<file path="src/rtl/record_splitter.sv">
// record_splitter: de-interleaves a packed length-prefixed record stream onto two engine ports,
// re-aligning every record to lane 0 and emitting it as whole beats.
module record_splitter #(
    parameter int DATA_WIDTH   = 256,
    parameter int LENGTH_WIDTH = 32
) (
    input  logic                  clk,
    input  logic                  reset,
    input  logic [DATA_WIDTH-1:0] data_in,
    input  logic                  valid_in,
    output logic                  ready_in,
    output logic [DATA_WIDTH-1:0] data_out_1,
    output logic                  valid_out_1,
    output logic                  last_out_1,
    input  logic                  ready_out_1,
    output logic [DATA_WIDTH-1:0] data_out_2,
    output logic                  valid_out_2,
    output logic                  last_out_2,
    input  logic                  ready_out_2,
    output logic                  eob
);
    localparam int DW    = DATA_WIDTH;
    localparam int LW    = LENGTH_WIDTH;
    localparam int LANES = DW / LW;
    localparam int OW    = $clog2(LANES + 1);

    typedef enum logic [2:0] {IDLE, HDR, EMIT, FETCH, XMIT} state_t;

    state_t          state, state_n;
    logic [DW-1:0]   cur, cur_n, xbeat, xbeat_n, sh, obeat;
    logic [2*DW-1:0] xw;
    logic [OW-1:0]   off, off_n, off_sum;
    logic [LW-1:0]   rem, rem_n, hdr_len;
    logic [LW:0]     hdr_sum;
    logic            eng, eng_n, xlast, xlast_n, eob_n;
    logic            fits, present, olast, oready, hs, xfer;

    function automatic logic [DW-1:0] trim(input logic [DW-1:0] b, input logic [LW-1:0] n);
        for (int k = 0; k < LANES; k++)
            if (LW'(k) >= n) b[k*LW +: LW] = '0;
        return b;
    endfunction

    assign sh      = cur >> (LW * off);
    assign xw      = {data_in, cur} >> (LW * off);
    assign hdr_len = sh[LW-1:0];
    assign hdr_sum = {1'b0, hdr_len} + (LW+1)'(7);
    assign fits    = rem <= LW'(LANES) - LW'(off);
    assign off_sum = off + rem[OW-1:0];
    assign xfer    = valid_in && ready_in;
    assign ready_in = reset && (state == IDLE || state == FETCH);
    // A beat is on the bus when the current word can feed it alone, or a cross-word beat is staged.
    assign present = (state == EMIT && (fits || off == '0)) || state == XMIT;
    assign obeat   = state == XMIT ? xbeat : trim(sh, rem);
    assign olast   = state == XMIT ? xlast : fits;
    assign oready  = eng ? ready_out_2 : ready_out_1;
    assign hs      = present && oready;

    assign valid_out_1 = present && !eng;
    assign valid_out_2 = present && eng;
    assign data_out_1  = valid_out_1 ? obeat : '0;
    assign data_out_2  = valid_out_2 ? obeat : '0;
    assign last_out_1  = valid_out_1 && olast;
    assign last_out_2  = valid_out_2 && olast;

    always_comb begin
        state_n = state;
        cur_n   = cur;
        off_n   = off;
        rem_n   = rem;
        eng_n   = eng;
        xbeat_n = xbeat;
        xlast_n = xlast;
        eob_n   = 1'b0;
        case (state)
            IDLE: if (xfer) begin
                cur_n   = data_in;
                off_n   = '0;
                state_n = HDR;
            end
            HDR: if (hdr_len == '1) begin
                eob_n   = 1'b1;
                eng_n   = 1'b0;
                off_n   = '0;
                state_n = IDLE;
            end else begin
                rem_n   = {1'b0, hdr_sum[LW:2]};
                state_n = EMIT;
            end
            EMIT: if (fits) begin
                if (hs) begin
                    off_n   = off_sum;
                    eng_n   = !eng;
                    state_n = off_sum == OW'(LANES) ? IDLE : HDR;
                end
            end else if (off == '0) begin
                if (hs) begin
                    rem_n   = rem - LW'(LANES);
                    state_n = FETCH;
                end
            end else begin
                state_n = FETCH;
            end
            FETCH: if (xfer) begin
                cur_n   = data_in;
                xbeat_n = trim(xw[DW-1:0], rem);
                xlast_n = rem <= LW'(LANES);
                state_n = off == '0 ? EMIT : XMIT;
            end
            XMIT: if (hs) begin
                if (xlast) begin
                    off_n   = off_sum - OW'(LANES);
                    eng_n   = !eng;
                    state_n = HDR;
                end else begin
                    rem_n   = rem - LW'(LANES);
                    state_n = EMIT;
                end
            end
            default: state_n = IDLE;
        endcase
    end

    always_ff @(posedge clk) begin
        if (!reset) begin
            state <= IDLE;
            cur   <= '0;
            off   <= '0;
            rem   <= '0;
            eng   <= 1'b0;
            xbeat <= '0;
            xlast <= 1'b0;
            eob   <= 1'b0;
        end else begin
            state <= state_n;
            cur   <= cur_n;
            off   <= off_n;
            rem   <= rem_n;
            eng   <= eng_n;
            xbeat <= xbeat_n;
            xlast <= xlast_n;
            eob   <= eob_n;
        end
    end
endmodule

</file>
<file path="config.mk">
export PLATFORM = sky130hd
export DESIGN_NAME = record_splitter
export DESIGN_NICKNAME = d
export VERILOG_FILES = /design/src/rtl/record_splitter.sv
export SDC_FILE = /design/constraint.sdc
export NUM_CORES = 2
export LEC_CHECK = 0
export CORE_AREA = 2 2 304 306
export CTS_CLUSTER_DIAMETER = 150
export DETAILED_ROUTE_END_ITERATION = 16
export DIE_AREA = 0 0 306 308
export PLACE_DENSITY = 0.78
export REMOVE_ABC_BUFFERS = 1
export SYNTH_ARGS = -nofsm -noshare
export SYNTH_HDL_FRONTEND = slang
export SYNTH_SLANG_ARGS = --single-unit
</file>
<file path="constraint.sdc">
create_clock -name clk -period 6.96 [get_ports clk]
set_input_delay 1.044 -clock clk [delete_from_list [all_inputs] [get_ports clk]]
set_output_delay 1.044 -clock clk [all_outputs]
set_load 0.1 [all_outputs]
</file>
==> results by group <==
Routing
  – Antenna Nets Post-Route: 0
  – Post-DR wirelength/cell: 25.0 um
  – Router iterations before antenna repair: 8
  – Routed wire length: 201000 um
  – DR vias/cell: 6.52
  – Initial DRC count: 7366
  – DRC: 0
  – Via count: 52400

Logic synthesis
  – Synth Register Bits: 554
  – Syn avg cell area: 6.84 um2
  – Distinct cells, synth: 82
  – Top_reg_cell synth: dfxtp_1
  – Post-synth ARST share: 0%
  – Gate Count Post-Synth: 6435
  – Register area share after synthesis: 25.2%
  – Post-synthesis cell area: 44000 um2
  – Ys Warns: 0
  – Post-synth EDFFs: 0

Placed design
  – Post-DP HPWL: 132000 um
  – # port buffers: 778
  – Dpl cell area: 56300 um2
  – RePlAce Congestion: 0.959

Worst setup path
  – Crit-path max FO: 49
  – Crit path arrival time: 5.67 ns
  – Startpoint Class: flop
  – Crit Reg-Reg Startpoint: off[3]$_SDFFE_PN0P_
  – Critical path endpoint category: output port
  – WP data required: 5.92 ns
  – CP Launch Point: off[1]$_SDFFE_PN0P_
  – Worst Setup Path Type: reg -> out

Layout
  – Final nets: 7079
  – Syn-to-layout area delta: 33.2%
  – Layout cells sized above 1: 15.0%
  – Design Area, Final: 58600 um2

Die
  – DIE AREA: 94200 um2
  – Die X: 306 um
  – # IOs: 779
  – Initial Util: 48.4%
  – Chip height: 308 um
  – CORE AREA: 91000 um2
  – Placement Rows: 111

STA
  – Clock skew: 0.0253 ns
  – Final min period: 6.72 ns
  – Hold WS: 0.456 ns
  – Endpoints failing setup: 0
  – Actual slew at the worst max-slew pin: 1.41 ns
  – Slew margin rel.: 5.54%
  – Fin. Hold Viols: 0
  – Final Max Slew Viols: 0
  – TNS Setup: 0 ns
  – RSZ-0062 raised after global routing: no
  – Final Cycle Share: 96.5%
  – Fmax: 149 MHz

Pwr
  – Leak Pwr: 20.5 nW
  – Pwr dens: 189 nW/um2
  – Maximum VDD drop: 0.374 mV

GRT
  – Initial antenna violation count: 27
  – Vias in the first global route: 48400
  – Largest net degree at the start of global routing: 208
  – First-pass GRT wire length: 294000 um
  – Tot GR Track Use: 40.0%
  – Overflow after GRT: 0

Status
  – Status: completed

Clock tree
  – CTS tree: done
  – Cts bufs inserted: 69
  – CTS H-tree lvls: 3
  – Clk root buf: clkbuf_16
  – CTS Sinks: 554
  – Clk slew on worst S/H paths: 0.05 ns
  – Clock Latency Late Sink: 0.63 ns
  – CTS Hold Bufs: 0
  – Clk buf depth: 3

Hold path
  – Hold Crit Class: reg -> reg
  – Worst Hold Launch: cur[61]$_SDFFE_PN0P_

Job
  – Max-Cap Viols: 0
[repair_timing]
| item | 4_1_cts | 5_1_grt |
|---|---|---|
| gates resized for setup | 0 | 5 |
| endpoints found under the setup margin | 0 | 431 |
| buffers inserted | 0 | 0 |
| hold endpoints to repair | 0 | 0 |
[cell usage after synthesis, types with 11 or more instances]
master    number  area [um2]
a21oi_1      475        2380
o22a_1        11        96.3
clkbuf_1     478        1790
o31ai_1       11        82.6
o21ai_0      562        2810
o211ai_1      57         428
a22oi_1      328        2460
nand2b_1      11        68.8
nor3_1        64         320
o221ai_1      29         254
nand3_1       23         115
mux4_2        32         721
a211oi_1      96         721
ha_1          39         488
nor2_1      1107        4160
dfxtp_1      554       11100
o311ai_0      27         236
a21o_1        13        97.6
nor4_1        13        81.3
or2_2         14        87.6
buf_1         86         323
mux2i_1      534        5350
a31oi_1       37         231
a311oi_1      20         175
or3_1         13        81.3
buf_2         39         195
nand4_1       14        87.6
and2_1        28         175
buf_6         11         124
nand2_1     1237        4640
mux2_2       182        2050
nor2b_1       33         206
o22ai_1      116         726
inv_1         16        60.1
[state kept, by name, indices dropped and copies added, names as in the netlist]
| name | count |
|---|---|
| xbeat | 256 |
| xlast | 1 |
| off | 4 |
| eng | 1 |
| cur | 256 |
| rem | 32 |
| state | 3 |
| eob | 1 |
[final cells by class]
type                       instances  area, um2
multi-input combinational       5248      30600
antenna                           23       57.6
inverter                          18       85.1
timing repair buffer             887      13000
tap                             1186       1480
clock inverter                    10        125
sequential                       554      11100
clock buffer                     108       2120
fill                            7665      32300
[per-layer routing]
metal  GRT usage (%)  up-vias  part of all wire [%]
li1                -    23400                     -
met4            26.8       10                   7.3
met3            9.06      923                    12
met1            49.2    24300                    37
met5               0        -                 0.033
met2            62.5     3735                    44
[kinds of logic (layout without fill, tap and decap cells)]
logic type / after synthesis / after routing / synth area share, %
AND/OR/NAND/NOR: 2586 / 2589 / 23.4
AO/OA/AOI/OAI: 1854 / 1854 / 25.7
multiplexers: 748 / 748 / 18.4
buffers and inverters: 636 / 1023 / 5.78
flip-flops: 554 / 554 / 25.2
adder cells (fa/ha/maj): 40 / 40 / 1.15
XOR/XNOR: 17 / 17 / 0.338
other: 0 / 23 / 0
[report_power, final]
group          internal [mW]  leakage, nW  switching [mW]
clock network           2.16         1.10            1.53
logic                   1.06         14.8            2.80
registers               3.33         4.52           0.207
total                   6.55         20.5            4.54
[worst paths after layout]
kind	to	slack (ns)	depth (start not counted)
worst max register to register	rem[18]$_SDFFE_PN0P_	1.54	8
worst min register to register	cur[61]$_SDFFE_PN0P_	0.46	2
worst max-delay path	data_out_1[9]	0.24	14
worst min-delay path	cur[61]$_SDFFE_PN0P_	0.46	2
[layout by cell type (no fill, tap or decap), types with 169 or more instances in the layout]
master / n
mux2i_1: 534
mux2_2: 182
nand2_1: 1234
a21oi_1: 473
o21ai_0: 562
buf_12: 456
clkdlybuf4s50_1: 260
nor2_1: 1096
dfxtp_1: 550
buf_4: 169
a22oi_1: 328
[stage by stage]
step	power, mW	setup WS (ns)	cells	util (%)
detailed placement	7.26	0.796	7890	61.9
CTS	10.9	0.0988	8008	64.3
global placement	7.21	0.939	7890	61.9
floorplan	5.58	-29.13	5817	-
finish	11.1	0.241	8034	64.4
global route	11.3	0.0154	8029	64.4
[critical path, stage by stage, from the launching register on]
cell     delay, ns
dfxtp_4       0.68
inv_2         0.08
ha_1          0.25
a21o_2        0.44
ha_1          0.43
nand4_1       0.17
or3_1         0.39
a21o_1        0.18
a31oi_1       0.34
o21ai_0       0.30
a21oi_4       0.43
or2_4         0.69
buf_12        0.30
nor2_1        0.11
buf_12        0.21
No activity file was read; power rests on OpenSTA's default activity.
